**config.mk**
```make
export PLATFORM = sky130hd
export DESIGN_NAME = sem_intersectie
export DESIGN_NICKNAME = d
export VERILOG_FILES = /design/src/rtl/sem_intersectie.sv
export SDC_FILE = /design/constraint.sdc
export NUM_CORES = 1
export LEC_CHECK = 0
export CAP_MARGIN = 15
export CORE_UTILIZATION = 55
export CTS_BUF_LIST = sky130_fd_sc_hd__clkbuf_2
export DETAILED_ROUTE_END_ITERATION = 10
export PLACE_DENSITY_LB_ADDON = 0.15
export REMOVE_ABC_BUFFERS = 1
export SYNTH_ARGS = -nofsm -noshare
export SYNTH_HDL_FRONTEND = slang
export SYNTH_SLANG_ARGS = --single-unit
```
**constraint.sdc**
```tcl
create_clock -name clk -period 5.69 [get_ports clk]
set_input_delay 1.138 -clock clk [delete_from_list [all_inputs] [get_ports clk]]
set_output_delay 1.138 -clock clk [all_outputs]
set_load 0.005 [all_outputs]
```
**src/rtl/sem_intersectie.sv**
```systemverilog
// Traffic-light controller for an N_FAZE-phase intersection with per-phase pedestrian
// crossings, a shared tick prescaler and a blinking-yellow service mode.
module sem_intersectie #(
    parameter int N_FAZE                = 2,
    parameter int DIV                   = 10,
    parameter int T_VERDE               = 10,
    parameter int T_GALBEN              = 2,
    parameter int T_PIETONI_VERDE       = 12,
    parameter int T_PIETONI_INTERMITENT = 6,
    parameter int T_ROSU_TOT            = 1
) (
    input  logic              clk,
    input  logic              rst_n,
    input  logic              enable,
    input  logic              service_i,
    input  logic [N_FAZE-1:0] pietoni_btn_i,
    output logic [N_FAZE-1:0] verde_o,
    output logic [N_FAZE-1:0] galben_o,
    output logic [N_FAZE-1:0] rosu_o,
    output logic [N_FAZE-1:0] verde_pietoni_o,
    output logic [N_FAZE-1:0] rosu_pietoni_o,
    output logic [1:0]        faza_o,
    output logic              ciclu_done_o
);

    typedef enum logic [2:0] {
        S_IDLE, S_VERDE, S_GALBEN, S_PIETONI_VERDE,
        S_PIETONI_INTERMITENT, S_ROSU_TOT, S_SERVICE
    } state_t;

    state_t            state_q, state_d;
    logic [1:0]        faza_q, faza_d;
    logic [N_FAZE-1:0] req_q, req_d;
    logic [23:0]       presc_q, presc_d;
    logic [7:0]        cnt_q, cnt_d;
    logic              blink_q, blink_d;
    logic              done_q, done_d;
    logic [N_FAZE-1:0] verde_q, galben_q, rosu_q, vp_q, rp_q;
    logic [N_FAZE-1:0] verde_d, galben_d, rosu_d, vp_d, rp_d;
    logic [N_FAZE-1:0] fsel, fsel_d, blocked, clr;
    logic [7:0]        t_cur;
    logic              tick, expired, entry;

    always_comb begin
        fsel   = N_FAZE'(1) << faza_q;
        tick   = (presc_q == 24'(DIV - 1));
        case (state_q)
            S_VERDE:               t_cur = 8'(T_VERDE);
            S_GALBEN:              t_cur = 8'(T_GALBEN);
            S_PIETONI_VERDE:       t_cur = 8'(T_PIETONI_VERDE);
            S_PIETONI_INTERMITENT: t_cur = 8'(T_PIETONI_INTERMITENT);
            S_ROSU_TOT:            t_cur = 8'(T_ROSU_TOT);
            default:               t_cur = 8'd1;
        endcase
        expired = tick && (cnt_q == t_cur - 8'd1);

        state_d = state_q;
        faza_d  = faza_q;
        done_d  = 1'b0;
        // Service request preempts every other transition.
        if (service_i && state_q != S_SERVICE) begin
            state_d = S_SERVICE;
        end else begin
            case (state_q)
                S_IDLE:   if (enable) state_d = S_VERDE;
                S_VERDE:  if (expired) state_d = S_GALBEN;
                S_GALBEN: if (expired) state_d = |(req_q & fsel) ? S_PIETONI_VERDE : S_ROSU_TOT;
                S_PIETONI_VERDE:       if (expired) state_d = S_PIETONI_INTERMITENT;
                S_PIETONI_INTERMITENT: if (expired) state_d = S_ROSU_TOT;
                S_ROSU_TOT: if (expired) begin
                    done_d  = (faza_q == 2'(N_FAZE - 1));
                    faza_d  = done_d ? 2'd0 : faza_q + 2'd1;
                    state_d = enable ? S_VERDE : S_IDLE;
                end
                S_SERVICE: if (!service_i) begin
                    state_d = S_IDLE;
                    faza_d  = 2'd0;
                end
                default: state_d = S_IDLE;
            endcase
        end

        entry   = (state_d != state_q);
        presc_d = (entry || tick) ? '0 : presc_q + 24'd1;
        cnt_d   = entry ? '0 : (tick ? cnt_q + 8'd1 : cnt_q);

        if (entry && (state_d == S_PIETONI_INTERMITENT || state_d == S_SERVICE))
            blink_d = 1'b1;
        else if (tick && (state_q == S_PIETONI_INTERMITENT || state_q == S_SERVICE))
            blink_d = ~blink_q;
        else
            blink_d = blink_q;

        // Clear on pedestrian-green entry overrides a coincident press.
        blocked = (state_q == S_PIETONI_VERDE || state_q == S_PIETONI_INTERMITENT) ? fsel : '0;
        clr     = (entry && state_d == S_PIETONI_VERDE) ? fsel : '0;
        req_d   = (req_q | (pietoni_btn_i & ~blocked)) & ~clr;

        // Lamps are decoded from next state so the registered outputs track state_q.
        fsel_d   = N_FAZE'(1) << faza_d;
        verde_d  = (state_d == S_VERDE) ? fsel_d : '0;
        galben_d = ((state_d == S_GALBEN) ? fsel_d : '0)
                 | ((state_d == S_SERVICE && blink_d) ? '1 : '0);
        rosu_d   = (state_d == S_SERVICE) ? '0 : ~(verde_d | galben_d);
        vp_d     = (state_d == S_PIETONI_VERDE ||
                   (state_d == S_PIETONI_INTERMITENT && blink_d)) ? fsel_d : '0;
        rp_d     = ~((state_d == S_PIETONI_VERDE ||
                      state_d == S_PIETONI_INTERMITENT) ? fsel_d : '0);
    end

    always_ff @(posedge clk) begin
        if (!rst_n) begin
            state_q  <= S_IDLE;
            faza_q   <= '0;
            req_q    <= '0;
            presc_q  <= '0;
            cnt_q    <= '0;
            blink_q  <= 1'b0;
            done_q   <= 1'b0;
            verde_q  <= '0;
            galben_q <= '0;
            rosu_q   <= '1;
            vp_q     <= '0;
            rp_q     <= '1;
        end else begin
            state_q  <= state_d;
            faza_q   <= faza_d;
            req_q    <= req_d;
            presc_q  <= presc_d;
            cnt_q    <= cnt_d;
            blink_q  <= blink_d;
            done_q   <= done_d;
            verde_q  <= verde_d;
            galben_q <= galben_d;
            rosu_q   <= rosu_d;
            vp_q     <= vp_d;
            rp_q     <= rp_d;
        end
    end

    assign verde_o         = verde_q;
    assign galben_o        = galben_q;
    assign rosu_o          = rosu_q;
    assign verde_pietoni_o = vp_q;
    assign rosu_pietoni_o  = rp_q;
    assign faza_o          = faza_q;
    assign ciclu_done_o    = done_q;

endmodule

```
# [Word-level counts from Yosys, hierarchy flattened]
# Index checks and enable logic that the tools add are counted.
[op_classes] n_shift=2 add_sub_neg=4 reduce_logical=19 bitwise_logic=14 n_mux=26 eq_ne=16
[ops] operator="2-to-1 mux 3 bit" n=9
[ops] operator="adder 24 x 1 -> 24 bit (second input constant)" n=1
[ops] operator="== test 24 x 4 -> 1 bit (second input constant)" n=1
[ops] operator="2-to-1 mux 2 bit" n=11
[ops] operator="case mux 3 bit (7 select lines)" n=1
[ops] operator="case mux 4 bit (4 select lines)" n=1
[ops] operator="== test 3 bit (second input constant)" n=5
[ops] operator="== test 3 x 2 -> 1 bit (second input constant)" n=4
[ops] operator="adder 8 x 1 -> 8 bit (second input constant)" n=1
[ops] operator="== test 8 bit" n=1
[ops] operator="inverter 2 bit" n=4
[ops] operator="subtractor 8 x 1 -> 8 bit (second input constant)" n=1
[ops] operator="logical AND 1 bit" n=7
[ops] operator="AND 2 bit" n=3
[ops] operator="== test 3 x 1 -> 1 bit (second input constant)" n=2
[ops] operator="logical OR 1 bit" n=6
[ops] operator="OR 2 bit" n=3
[ops] operator="OR reduction 2 bit" n=3
[ops] operator="inverter 1 bit" n=4
[ops] operator="case mux 2 bit (2 select lines)" n=1
[ops] operator="OR reduction 4 bit" n=1
[ops] operator="<< shifter 1 x 2 -> 2 bit (first input constant)" n=2
[ops] operator="logical NOT 3 bit" n=1
[ops] operator="2-to-1 mux 1 bit" n=3
[ops] operator="5 further kinds" n=5
[word_totals] ff_bits=51 out_inout_bits=13 input_bits=6

# [Depth between registers and ports, before layout]
# Gate-level depths: netlist of run 1.
[logic_depth] ltp_word=18 depth_mapped=10

# [Worst setup path after synthesis of run 1]
# OpenSTA, ideal clock, no wires.
[synth_path] kind="register to register" from="reg state_q[0]" to="reg rosu_q[1] (netlist: rosu_o[1])" setup_slack_ps=2798 setup_ps=115 t_arrival_ps=2777 stages_incl_launch_ff=11 path_cell_list="dfxtp_1 clkbuf_1 nand2b_1 ha_1 xor2_1 nand3_1 or4_1 or4_1 o221ai_2 nand3b_2 o21a_1"
[synth_between] elab_chain_cells=18
[synth_rtl] item="start: declaration" line_no="31" rtl="state_t state_q, state_d;"
[synth_rtl] item="start signal: assignment" line_no="126" rtl="state_q <= state_d;"
[synth_rtl] item="== test 3 bit, or another cell as far along" line_no="47, 64, 89"
[synth_rtl] item="case mux 4 bit (4 select lines)" line_no="47" rtl="case (state_q)"
[synth_rtl] item="subtractor 8 x 1 -> 8 bit" line_no="55" rtl="expired = tick && (cnt_q == t_cur - 8'd1);"
[synth_rtl] item="== test 8 bit" line_no="55"
[synth_rtl] item="logical AND 1 bit" line_no="55"
[synth_rtl] item="2-to-1 mux 3 bit, on equally long branches"
[synth_rtl] item="case mux 3 bit (7 select lines)" line_no="64" rtl="case (state_q)"
[synth_rtl] item="2-to-1 mux 3 bit" line_no="61" rtl="if (service_i && state_q != S_SERVICE) begin"
[synth_rtl] item="[2 not listed]"
[synth_rtl] item="logical AND 1 bit" line_no="87" rtl="if (entry && (state_d == S_PIETONI_INTERMITENT || state_d == S_SERVICE))"
[synth_rtl] item="2-to-1 mux 1 bit" line_no="87"
[synth_rtl] item="logical AND 1 bit" line_no="103" rtl="| ((state_d == S_SERVICE && blink_d) ? '1 : '0);"
[synth_rtl] item="2-to-1 mux 2 bit" line_no="103"
[synth_rtl] item="OR 2 bit" line_no="103"
[synth_rtl] item="OR 2 bit" line_no="104" rtl="rosu_d = (state_d == S_SERVICE) ? '0 : ~(verde_d | galben_d);"
[synth_rtl] item="inverter 2 bit" line_no="104"
[synth_rtl] item="2-to-1 mux 2 bit *" line_no="104"
[synth_rtl] item="end signal: assignment" line_no="135" rtl="rosu_q <= rosu_d;"
[synth_rtl] item="end: declaration" line_no="38" rtl="logic [N_FAZE-1:0] verde_q, galben_q, rosu_q, vp_q, rp_q;"
# Every way passes the cells marked *; elsewhere a longest branch is shown, timed or not.
# A chain may end at the register's enable or synchronous reset.

# [Final worst setup path of run 1]
[layout_path] from="reg state_q[0]" to="reg galben_q[0] (netlist: galben_o[0])"
[layout_between] elab_chain_cells=15
[layout_rtl] item="== test 3 bit, or another cell as far along" line_no="47, 64, 89"
[layout_rtl] item="case mux 4 bit (4 select lines)" line_no="47"
[layout_rtl] item="subtractor 8 x 1 -> 8 bit" line_no="55"
[layout_rtl] item="== test 8 bit" line_no="55"
[layout_rtl] item="logical AND 1 bit" line_no="55"
[layout_rtl] item="2-to-1 mux 3 bit, on equally long branches"
[layout_rtl] item="case mux 3 bit (7 select lines)" line_no="64"
[layout_rtl] item="2-to-1 mux 3 bit" line_no="61"
[layout_rtl] item="== test 3 bit, on equally long branches" line_no="87, 103"
[layout_rtl] item="logical OR 1 bit" line_no="87"
[layout_rtl] item="logical AND 1 bit" line_no="87"
[layout_rtl] item="2-to-1 mux 1 bit" line_no="87"
[layout_rtl] item="logical AND 1 bit" line_no="103"
[layout_rtl] item="2-to-1 mux 2 bit" line_no="103"
[layout_rtl] item="OR 2 bit *" line_no="103"
[layout_rtl] item="end signal: assignment" line_no="134" rtl="galben_q <= galben_d;"
[layout_rtl] item="end: declaration" line_no="38"
# Marked as above.

==> results by group, run 1 <==
Run status
  • Outcome: finished clean

Die
  • Initial Utilization: 0.583
  • Die H: 70.4 um
  • Rows: 24
  • Core ar.: 0.00441 mm2
  • Die W: 70.4 um
  • Die Area: 0.00495 mm2
  • Top Ports: 19

Power and ir drop
  • Internal: 0.426 mW
  • Switching pwr: 0.164 mW
  • Switching Share: 0.278
  • Clock power share: 0.245
  • Power per cell area: 210 mW/mm2
  • Sequential share of power: 0.639
  • LEAKAGE: 0.938 nW
  • Comb power frac: 0.115
  • Max rail drop VDD: 0.101 mV

Yosys
  • Synth top area cells: dfxtp_1 (40%), xor2_1 (6.8%), nor2_1 (6.4%)
  • Synth cell types: 53
  • Count leader, synth: dfxtp_1
  • Post-synth top cells: dfxtp_1 (51), nor2_1 (44), nand2_1 (22)
  • Yosys top cell area share: 0.397
  • Seq/Total Area, Yosys: 0.397
  • Syn Inst Count: 308
  • Post-Syn Area: 0.00257 mm2
  • Synth warnings: 0
  • FFs w/ async S/R, synth: 0
  • Yosys reg bits: 51
  • Post-synth top area cell: dfxtp_1
  • Mapped Avg Cell Area: 8.35 um2
  • Post-synth EDFFs: 0
  • Top FF cell, synth: dfxtp_1

Timing
  • RSZ-0062 raised after global routing: no
  • Clock Skew: 0.00911 ns
  • Fmax: 0.295 GHz
  • Final period util: 0.597
  • Final TNS setup: 0 ns
  • Final Hold Viols: 0
  • Final number of setup-violating endpoints: 0
  • Slew margin rel.: 0.463
  • Post-layout minimum cycle time: 3.39 ns
  • Measured slew at the worst slew-check pin: 0.805 ns
  • Slew Limit Fails: 0
  • Hold Slack: 0.514 ns

GRT
  • Global-route wire length before repair: 9000 um
  • Vias in the first global route: 2,029
  • GRT Total Usage: 0.224
  • Antenna violations before repair: 0
  • Largest net degree at the start of global routing: 26
  • GRT overflow: 0

Finish
  • Ant. Diodes: 0
  • Share of cells above drive strength 1: 0.0498
  • P&R area growth vs syn: 9.29%
  • Fill count: 388
  • NumNets Final: 330
  • Fin cells: 373
  • Cell area after layout: 0.00281 mm2

Place
  • Placed wire-length estimate: 3620 um
  • GPL Wtd Cong: 0.826
  • IO Port Bufs: 18
  • DP Area: 0.00277 mm2
  • Placed cell count: 365

Drt
  • DR DRC count: 0
  • 1st-iter DRT viols: 115
  • Antenna Violating Nets Remaining: 0
  • Drt pass-1 iters: 5
  • Drt total wl: 5190 um
  • Wire per inst: 13.9 um
  • DR vias/cell: 5.89
  • Vias: 2,196

Critical path
  • Endpoint class of the critical path: flip-flop
  • Req. time, crit path: 6.03 ns
  • Critical path arrival: 3.73 ns
  • FF-to-FF path depth: 9
  • Type of origin of the critical path: flip-flop
  • Critical path class: flip-flop to flip-flop
  • Crit-path max FO: 25

Worst hold path
  • Hold depth: 2
  • Worst min path class: flip-flop to flip-flop

Clocking
  • Post-CTS Setup Inserts: 0
  • Post-CTS Resized: 0
  • Worst skew pair latency: 0.42 ns
  • Clock Tree Buf Depth: 2
  • Cts hold-fix bufs: 0
  • CTS tree: built
  • Worst-path clk slew: 0.25 ns
  • CTS sink cnt: 51
  • Root buf cell: clkbuf_2
  • TritonCTS Buffers: 5
  • H-tree depth: 2

Flow run
  • Max Cap Viol: 0
[power by group through the flow]
stage / combinational (mW) / clock, mW / sequential, mW
floorplan: 0.0433 / 0 / 0.382
global placement: 0.0665 / 0 / 0.384
detailed placement: 0.0669 / 0 / 0.384
CTS: 0.0675 / 0.150 / 0.377
global route: 0.0754 / 0.162 / 0.380
finish: 0.0681 / 0.145 / 0.378
[worst max-delay path, cell delays in order, from the launching register on]
cell	delay, ns
dfxtp_1	0.88
nand2b_1	0.18
ha_1	0.34
xor2_1	0.13
nand3_1	0.14
or4_1	0.54
nor3_1	0.39
a21boi_0	0.19
o21ai_0	0.38
o21ai_0	0.15
[area by class of cell]
cell class                 count  area (um2)  area share
multi-input combinational    238        1480       0.526
sequential                    51        1020       0.363
timing repair buffer          18         180      0.0641
tap                           52        65.1      0.0231
clock buffer                   5        25.0     0.00890
inverter                       6        22.5     0.00801
clock inverter                 3        20.0     0.00712
[through the flow]
| stage | setup slack [ns] | utilization | power (mW) |
|---|---|---|---|
| global placement | 2.28 | 0.627 | 0.451 |
| CTS | 2.29 | 0.637 | 0.594 |
| global route | 1.82 | 0.637 | 0.618 |
| detailed placement | 2.26 | 0.627 | 0.451 |
| floorplan | 2.76 | - | 0.425 |
| finish | 2.30 | 0.637 | 0.591 |
[cells in the final DEF, fill, tap and decap left out, types with 8 or more instances in the layout]
| master | instances |
|---|---|
| nor3_1 | 8 |
| o21ai_0 | 17 |
| xor2_1 | 20 |
| nand3_1 | 12 |
| xnor2_1 | 9 |
| nand4_1 | 10 |
| clkdlybuf4s50_1 | 18 |
| dfxtp_1 | 51 |
| a21oi_1 | 13 |
| nand2_1 | 22 |
| nor2_1 | 44 |
[final timing paths]
kind	slack (ns)	start	end
setup / recovery	2.30	state_q[0]	galben_o[0]
hold / removal	0.51	faza_o[1]	faza_o[1]
setup reg to reg	2.30	state_q[0]	galben_o[0]
hold reg to reg	0.51	faza_o[1]	faza_o[1]
[metal layers]
layer,vias up,global-route usage,part of all wire
met5,-,0,0
met4,0,0.0778,0.011
met3,6,0.0476,0.033
met2,37,0.372,0.48
met1,1033,0.286,0.48
li1,1120,-,-
[kinds of logic after synthesis]
logic type	Yosys count	share of synthesized area
AND/OR/NAND/NOR	140	0.285
AO/OA/AOI/OAI	62	0.162
flip-flops	51	0.397
XOR/XNOR	29	0.0987
buffers and inverters	19	0.0287
adder cells (fa/ha/maj)	4	0.0195
multiplexers	2	0.00778
other	1	0.00146
[sequential cells by signal, summed over array words and instances, names as in the netlist]
register,count
presc_q,24
cnt_q,8
state_q,3
faza_o,2
galben_o,2
req_q,2
rosu_o,2
rosu_pietoni_o,2
verde_o,2
verde_pietoni_o,2
blink_q,1
ciclu_done_o,1
Power figures use the tool's default switching activity.
==> run 2, diff against run 1 <==
--- a/config.mk
+++ b/config.mk
@@ -6,7 +6,7 @@
 export NUM_CORES = 1
 export LEC_CHECK = 0
 export CAP_MARGIN = 15
-export CORE_UTILIZATION = 55
+export CORE_UTILIZATION = 54
 export CTS_BUF_LIST = sky130_fd_sc_hd__clkbuf_2
 export DETAILED_ROUTE_END_ITERATION = 10
 export PLACE_DENSITY_LB_ADDON = 0.15
==> constraint.sdc (replaced) <==
create_clock -name clk -period 2.9 [get_ports clk]
set_input_delay 0.58 -clock clk [delete_from_list [all_inputs] [get_ports clk]]
set_output_delay 0.58 -clock clk [all_outputs]
set_load 0.005 [all_outputs]
==> results by group, run 2 (same netlist as run 1, synthesis figures left out) <==
Run status
  • Outcome: finished clean

Finish
  • Biggest register: presc_q
  • Fill count: 398
  • Max FFs per register: 24
  • NumNets Final: 343
  • Fin cells: 386
  • P&R area growth vs syn: 14.6%
  • Ant. Diodes: 0
  • Most frequent cells in the layout: dfxtp_1 (50), nor2_1 (44), nand2_1 (22)
  • Post-layout util: 0.659
  • Most common cell after layout, fill and taps aside: dfxtp_1
  • Biggest regs: presc_q x24, cnt_q x8, state_q x3
  • Share of cells above drive strength 1: 0.0988

GRT
  • Antenna violations before repair: 0
  • GRT Total Usage: 0.226
  • Vias in the first global route: 2,027
  • Global-route wire length before repair: 9140 um
  • GRT overflow: 0
  • Largest net degree at the start of global routing: 25

Die
  • Rows: 24
  • Die Area: 0.00504 mm2
  • Top Ports: 19
  • Initial Utilization: 0.575
  • Core ar.: 0.00447 mm2
  • Die W: 71.0 um
  • Die H: 71.0 um

Worst hold path
  • WHS Endpoint: faza_o[1]
  • Worst min path class: flip-flop to flip-flop
  • Hold depth: 2
  • Min-Delay Startpoint: faza_o[1]

Clocking
  • Worst skew pair latency: 0.42 ns
  • Post-CTS Setup Inserts: 0
  • H-tree depth: 2
  • CTS sink cnt: 51
  • CTS tree: built
  • Worst-path clk slew: 0.24 ns
  • TritonCTS Buffers: 5
  • Root buf cell: clkbuf_2
  • Clock Tree Buf Depth: 2

Critical path
  • Reg2Reg Setup Slack: 0.13 ns
  • Slowest-stage cell, CP: or4_4
  • Crit-path max cell delay: 0.51 ns
  • Critical R2R Capture: rosu_o[1]
  • Req. time, crit path: 3.24 ns
  • CP top delay family: simple AND/OR/NAND/NOR gates
  • Crit-path max FO: 5
  • FF-to-FF path depth: 9
  • Critical path arrival: 3.10 ns
  • Critical path class: flip-flop to flip-flop
  • R2R Path Start: state_q[2]
  • Critical Path Most Common Cell: or4_4
  • Endpoint class of the critical path: flip-flop
  • Type of origin of the critical path: flip-flop
  • Crit-path cells: nand2b_1 > ha_1 > xor2_1 > nand3_2 > or4_4 > or4_4 > o221ai_4 > nand3b_4 > o21a_1
  • WP buf/inv: 0

Drt
  • WL met2: 2590 um
  • Drt pass-1 iters: 4
  • Metal3 WL: 120 um
  • DR DRC count: 0
  • 1st-iter DRT viols: 98
  • Met1 WL: 2560 um
  • Antenna Violating Nets Remaining: 0
  • Highest routed layer: met4
  • Vias: 2,224
  • DR vias/cell: 5.76
  • Wire per inst: 13.8 um
  • Drt total wl: 5330 um

Power and ir drop
  • Clock power share: 0.232
  • Switching Share: 0.273
  • Power per cell area: 393 mW/mm2
  • Sequential share of power: 0.628
  • Internal: 0.843 mW
  • Comb power frac: 0.139
  • Max rail drop VDD: 0.187 mV
  • LEAKAGE: 1.03 nW
  • Switching pwr: 0.317 mW

Place
  • IO Port Bufs: 18
  • Placed cell count: 378
  • GPL Wtd Cong: 0.868
  • Placed wire-length estimate: 3960 um

Timing
  • Final TNS setup: 0 ns
  • Measured slew at the worst slew-check pin: 0.549 ns
  • Post-layout minimum cycle time: 2.77 ns
  • Final number of setup-violating endpoints: 0
  • Fmax: 0.361 GHz
  • Final period util: 0.955
  • Slew Limit Fails: 0
  • Clock Skew: 0.0205 ns
  • RSZ-0062 raised after global routing: no
  • Final Hold Viols: 0
  • Slew margin rel.: 0.633

Flow run
  • Max Cap Viol: 0
run 2: cell type report:
type | instances | area, um2 | area share
clock inverters | 3 | 15.0 | 0.00509
inverters | 6 | 22.5 | 0.00764
repair buffers | 31 | 278 | 0.0942
flip-flops and latches | 51 | 1020 | 0.347
multi-input cells | 238 | 1520 | 0.516
well taps | 52 | 65.1 | 0.0221
clock buffers | 5 | 25.0 | 0.00849
run 2: through the flow:
stage               hold slack [ns]  total power [mW]  setup slack, ns  cell area [um2]
CTS                           0.516              1.17            0.108             2900
detailed placement            0.488             0.898            0.156             2860
floorplan                     0.467             0.834          -0.0329             2520
finish                        0.514              1.16            0.132             2950
global route                  0.543              1.22          0.00552             2950
global placement              0.489             0.896            0.240             2860
run 2: worst max-delay path by stage:
stage                     from   endpoint  slack, ns  depth (start not counted)
floorplan           state_q[0]  rosu_o[1]      -0.03                          9
global placement    state_q[2]  rosu_o[1]       0.24                          9
detailed placement  state_q[2]  rosu_o[1]       0.16                          9
CTS                 state_q[2]  rosu_o[1]       0.11                          9
global route        state_q[2]  rosu_o[1]      0.006                          9
finish              state_q[2]  rosu_o[1]       0.13                          9
run 2: timing repair:
action                     in CTS  in global routing
setup endpoints to repair       0                 10
hold buffers                    0                  0
gates resized for setup         0                 11
run 2: per-layer routing:
| layer | vias to the layer above | track usage |
|---|---|---|
| li1 | 1153 | - |
| met1 | 1041 | 0.302 |
| met2 | 24 | 0.379 |
| met3 | 6 | 0.0385 |
| met4 | 0 | 0.0644 |
| met5 | - | 0 |
run 2: worst min-delay path, cell delays in order (launching register included):
cell and delay [ns]:
dfxtp_1 0.40, nand2_1 0.07, a21oi_1 0.03
run 2: power by group through the flow:
| stage | clock network [mW] | registers, mW | logic, mW |
|---|---|---|---|
| after detailed placement | 0 | 0.742 | 0.156 |
| final | 0.270 | 0.729 | 0.161 |
| after global routing | 0.308 | 0.732 | 0.179 |
| after floorplan | 0 | 0.749 | 0.0849 |
| after global placement | 0 | 0.741 | 0.155 |
| after CTS | 0.284 | 0.728 | 0.157 |
==> run 3, diff against run 2 <==
--- a/config.mk
+++ b/config.mk
@@ -6,7 +6,7 @@
 export NUM_CORES = 1
 export LEC_CHECK = 0
 export CAP_MARGIN = 15
-export CORE_UTILIZATION = 54
+export CORE_UTILIZATION = 55
 export CTS_BUF_LIST = sky130_fd_sc_hd__clkbuf_2
 export DETAILED_ROUTE_END_ITERATION = 10
 export PLACE_DENSITY_LB_ADDON = 0.15
==> constraint.sdc (replaced) <==
create_clock -name clk -period 2.7 [get_ports clk]
set_input_delay 0.54 -clock clk [delete_from_list [all_inputs] [get_ports clk]]
set_output_delay 0.54 -clock clk [all_outputs]
set_load 0.005 [all_outputs]
==> results by group, run 3 (same netlist as run 1, synthesis figures left out) <==
Finish
  • Biggest regs: presc_q x24, cnt_q x8, state_q x3
  • Most frequent cells in the layout: dfxtp_1 (50), nor2_1 (43), nand2_1 (22), buf_4 (22), xor2_1 (20)
  • Share of cells above drive strength 1: 0.140
  • P&R area growth vs syn: 19.5%
  • Ant. Diodes: 0
  • Biggest register: presc_q
  • Most common cell after layout, fill and taps aside: dfxtp_1
  • Max FFs per register: 24
  • Fill count: 365
  • NumNets Final: 352

Timing
  • Final number of setup-violating endpoints: 0
  • Fmax: 0.380 GHz
  • Post-layout minimum cycle time: 2.63 ns
  • Final Hold Viols: 0
  • Hold Slack: 0.521 ns
  • Final period util: 0.975
  • Slew Limit Fails: 0
  • Final TNS setup: 0 ns
  • Clock Skew: 0.0173 ns

Critical path
  • Slowest-stage cell, CP: or4_4
  • WP buf/inv: 0
  • Critical path class: flip-flop to flip-flop
  • Crit-path max cell delay: 0.54 ns
  • Critical path arrival: 3.01 ns
  • Critical Path Most Common Cell: or4_4
  • Type of origin of the critical path: flip-flop
  • Crit-path cells: nand2b_4 > ha_1 > xor2_1 > nand3_1 > or4_4 > or4_4 > o221ai_4 > nand3b_4 > o21a_1
  • Req. time, crit path: 3.08 ns
  • Endpoint class of the critical path: flip-flop
  • CP top delay family: simple AND/OR/NAND/NOR gates
  • Crit-path max FO: 5

Die
  • Core ar.: 0.00441 mm2
  • Die Area: 0.00495 mm2
  • Die H: 70.4 um
  • Die W: 70.4 um
  • Top Ports: 19
  • Initial Utilization: 0.583
  • Rows: 24

Clocking
  • Clock Tree Buf Depth: 2
  • CTS sink cnt: 51
  • Worst-path clk slew: 0.26 ns
  • Root buf cell: clkbuf_2
  • CTS tree: built
  • H-tree depth: 2
  • Post-CTS Setup Inserts: 0
  • TritonCTS Buffers: 5
  • Worst skew pair latency: 0.44 ns
  • Cts hold-fix bufs: 0

Run status
  • Outcome: finished clean

GRT
  • GRT overflow: 0
  • Vias in the first global route: 2,195
  • Largest net degree at the start of global routing: 25
  • Antenna violations before repair: 0
  • Global-route wire length before repair: 9660 um
  • GRT Total Usage: 0.241

Power and ir drop
  • Switching pwr: 0.363 mW
  • Sequential share of power: 0.567
  • Power per cell area: 448 mW/mm2
  • Comb power frac: 0.139
  • Internal: 1.01 mW
  • Switching Share: 0.263
  • LEAKAGE: 1.11 nW
  • Max rail drop VDD: 0.240 mV
  • Clock power share: 0.294

Drt
  • DR DRC count: 0
  • Drt total wl: 5490 um
  • Wire per inst: 13.9 um
  • Drt pass-1 iters: 4
  • Vias: 2,303
  • 1st-iter DRT viols: 118
  • Antenna Violating Nets Remaining: 0
  • DR vias/cell: 5.83

Place
  • IO Port Bufs: 18
  • GPL Wtd Cong: 0.875
  • Placed wire-length estimate: 3980 um

Worst hold path
  • Worst min path class: flip-flop to flip-flop

Flow run
  • Max Cap Viol: 0
==> run 3: cell count changes in the layout (fill, tap and decap cells not counted), moves of 2 or more <==
cell / delta
nand2b_4: +2
o21ai_1: -2
nor4_2: -2
nand2b_1: -2
clkinv_1: -2
buf_4: +9
==> run 3: per-layer routing <==
metal / GRT usage / share of wire / vias up
li1: - / - / 1170
met1: 0.302 / 0.46 / 1069
met2: 0.407 / 0.47 / 52
met3: 0.0390 / 0.043 / 12
met4: 0.100 / 0.021 / 0
met5: 0 / 0 / -
==> run 3: final timing paths <==
path,start,end,slack [ns],depth (start not counted)
max reg2reg,state_q[2],rosu_o[1],0.07,9
max,state_q[2],rosu_o[1],0.07,9
min,presc_q[15],presc_q[15],0.52,2
min reg2reg,presc_q[15],presc_q[15],0.52,2
==> run 3: what timing repair did <==
item                       CTS  global route
gates cloned                 0             0
pin swaps                    0             5
resized for setup            2            12
setup endpoints to repair    2            12
==> run 3: layout make-up <==
| type | count | area, um2 | share of cell area |
|---|---|---|---|
| multi-input combinational | 238 | 1550 | 0.504 |
| tap | 52 | 65.1 | 0.0212 |
| clock inverter | 3 | 43.8 | 0.0143 |
| sequential | 51 | 1020 | 0.333 |
| timing repair buffer | 40 | 345 | 0.112 |
| inverter | 6 | 22.5 | 0.00733 |
| clock buffer | 5 | 25.0 | 0.00814 |
==> run 3: worst min-delay path, delay by kind of cell, from the launching register on <==
kind / cells / cell delay [ns]
flops: 1 / 0.39
compound gates: 2 / 0.13
==> run 3: power groups by stage <==
stage | Combinational (mW) | Sequential (mW) | Clock [mW]
after floorplan | 0.0912 | 0.805 | 0
after global placement | 0.177 | 0.793 | 0
after detailed placement | 0.179 | 0.794 | 0
after CTS | 0.180 | 0.780 | 0.414
after global routing | 0.210 | 0.784 | 0.448
final | 0.191 | 0.780 | 0.405
==> run 3: stage by stage <==
step	instance area, um2	total power [mW]	instances	setup slack, ns	utilization
CTS	3010	1.37	395	0.0204	0.681
finish	3070	1.38	395	0.0681	0.696
floorplan	2520	0.896	295	-0.233	-
global route	3070	1.44	395	-0.0173	0.696
global placement	2930	0.970	387	0.0667	0.664
detailed placement	2930	0.972	387	-0.00254	0.664
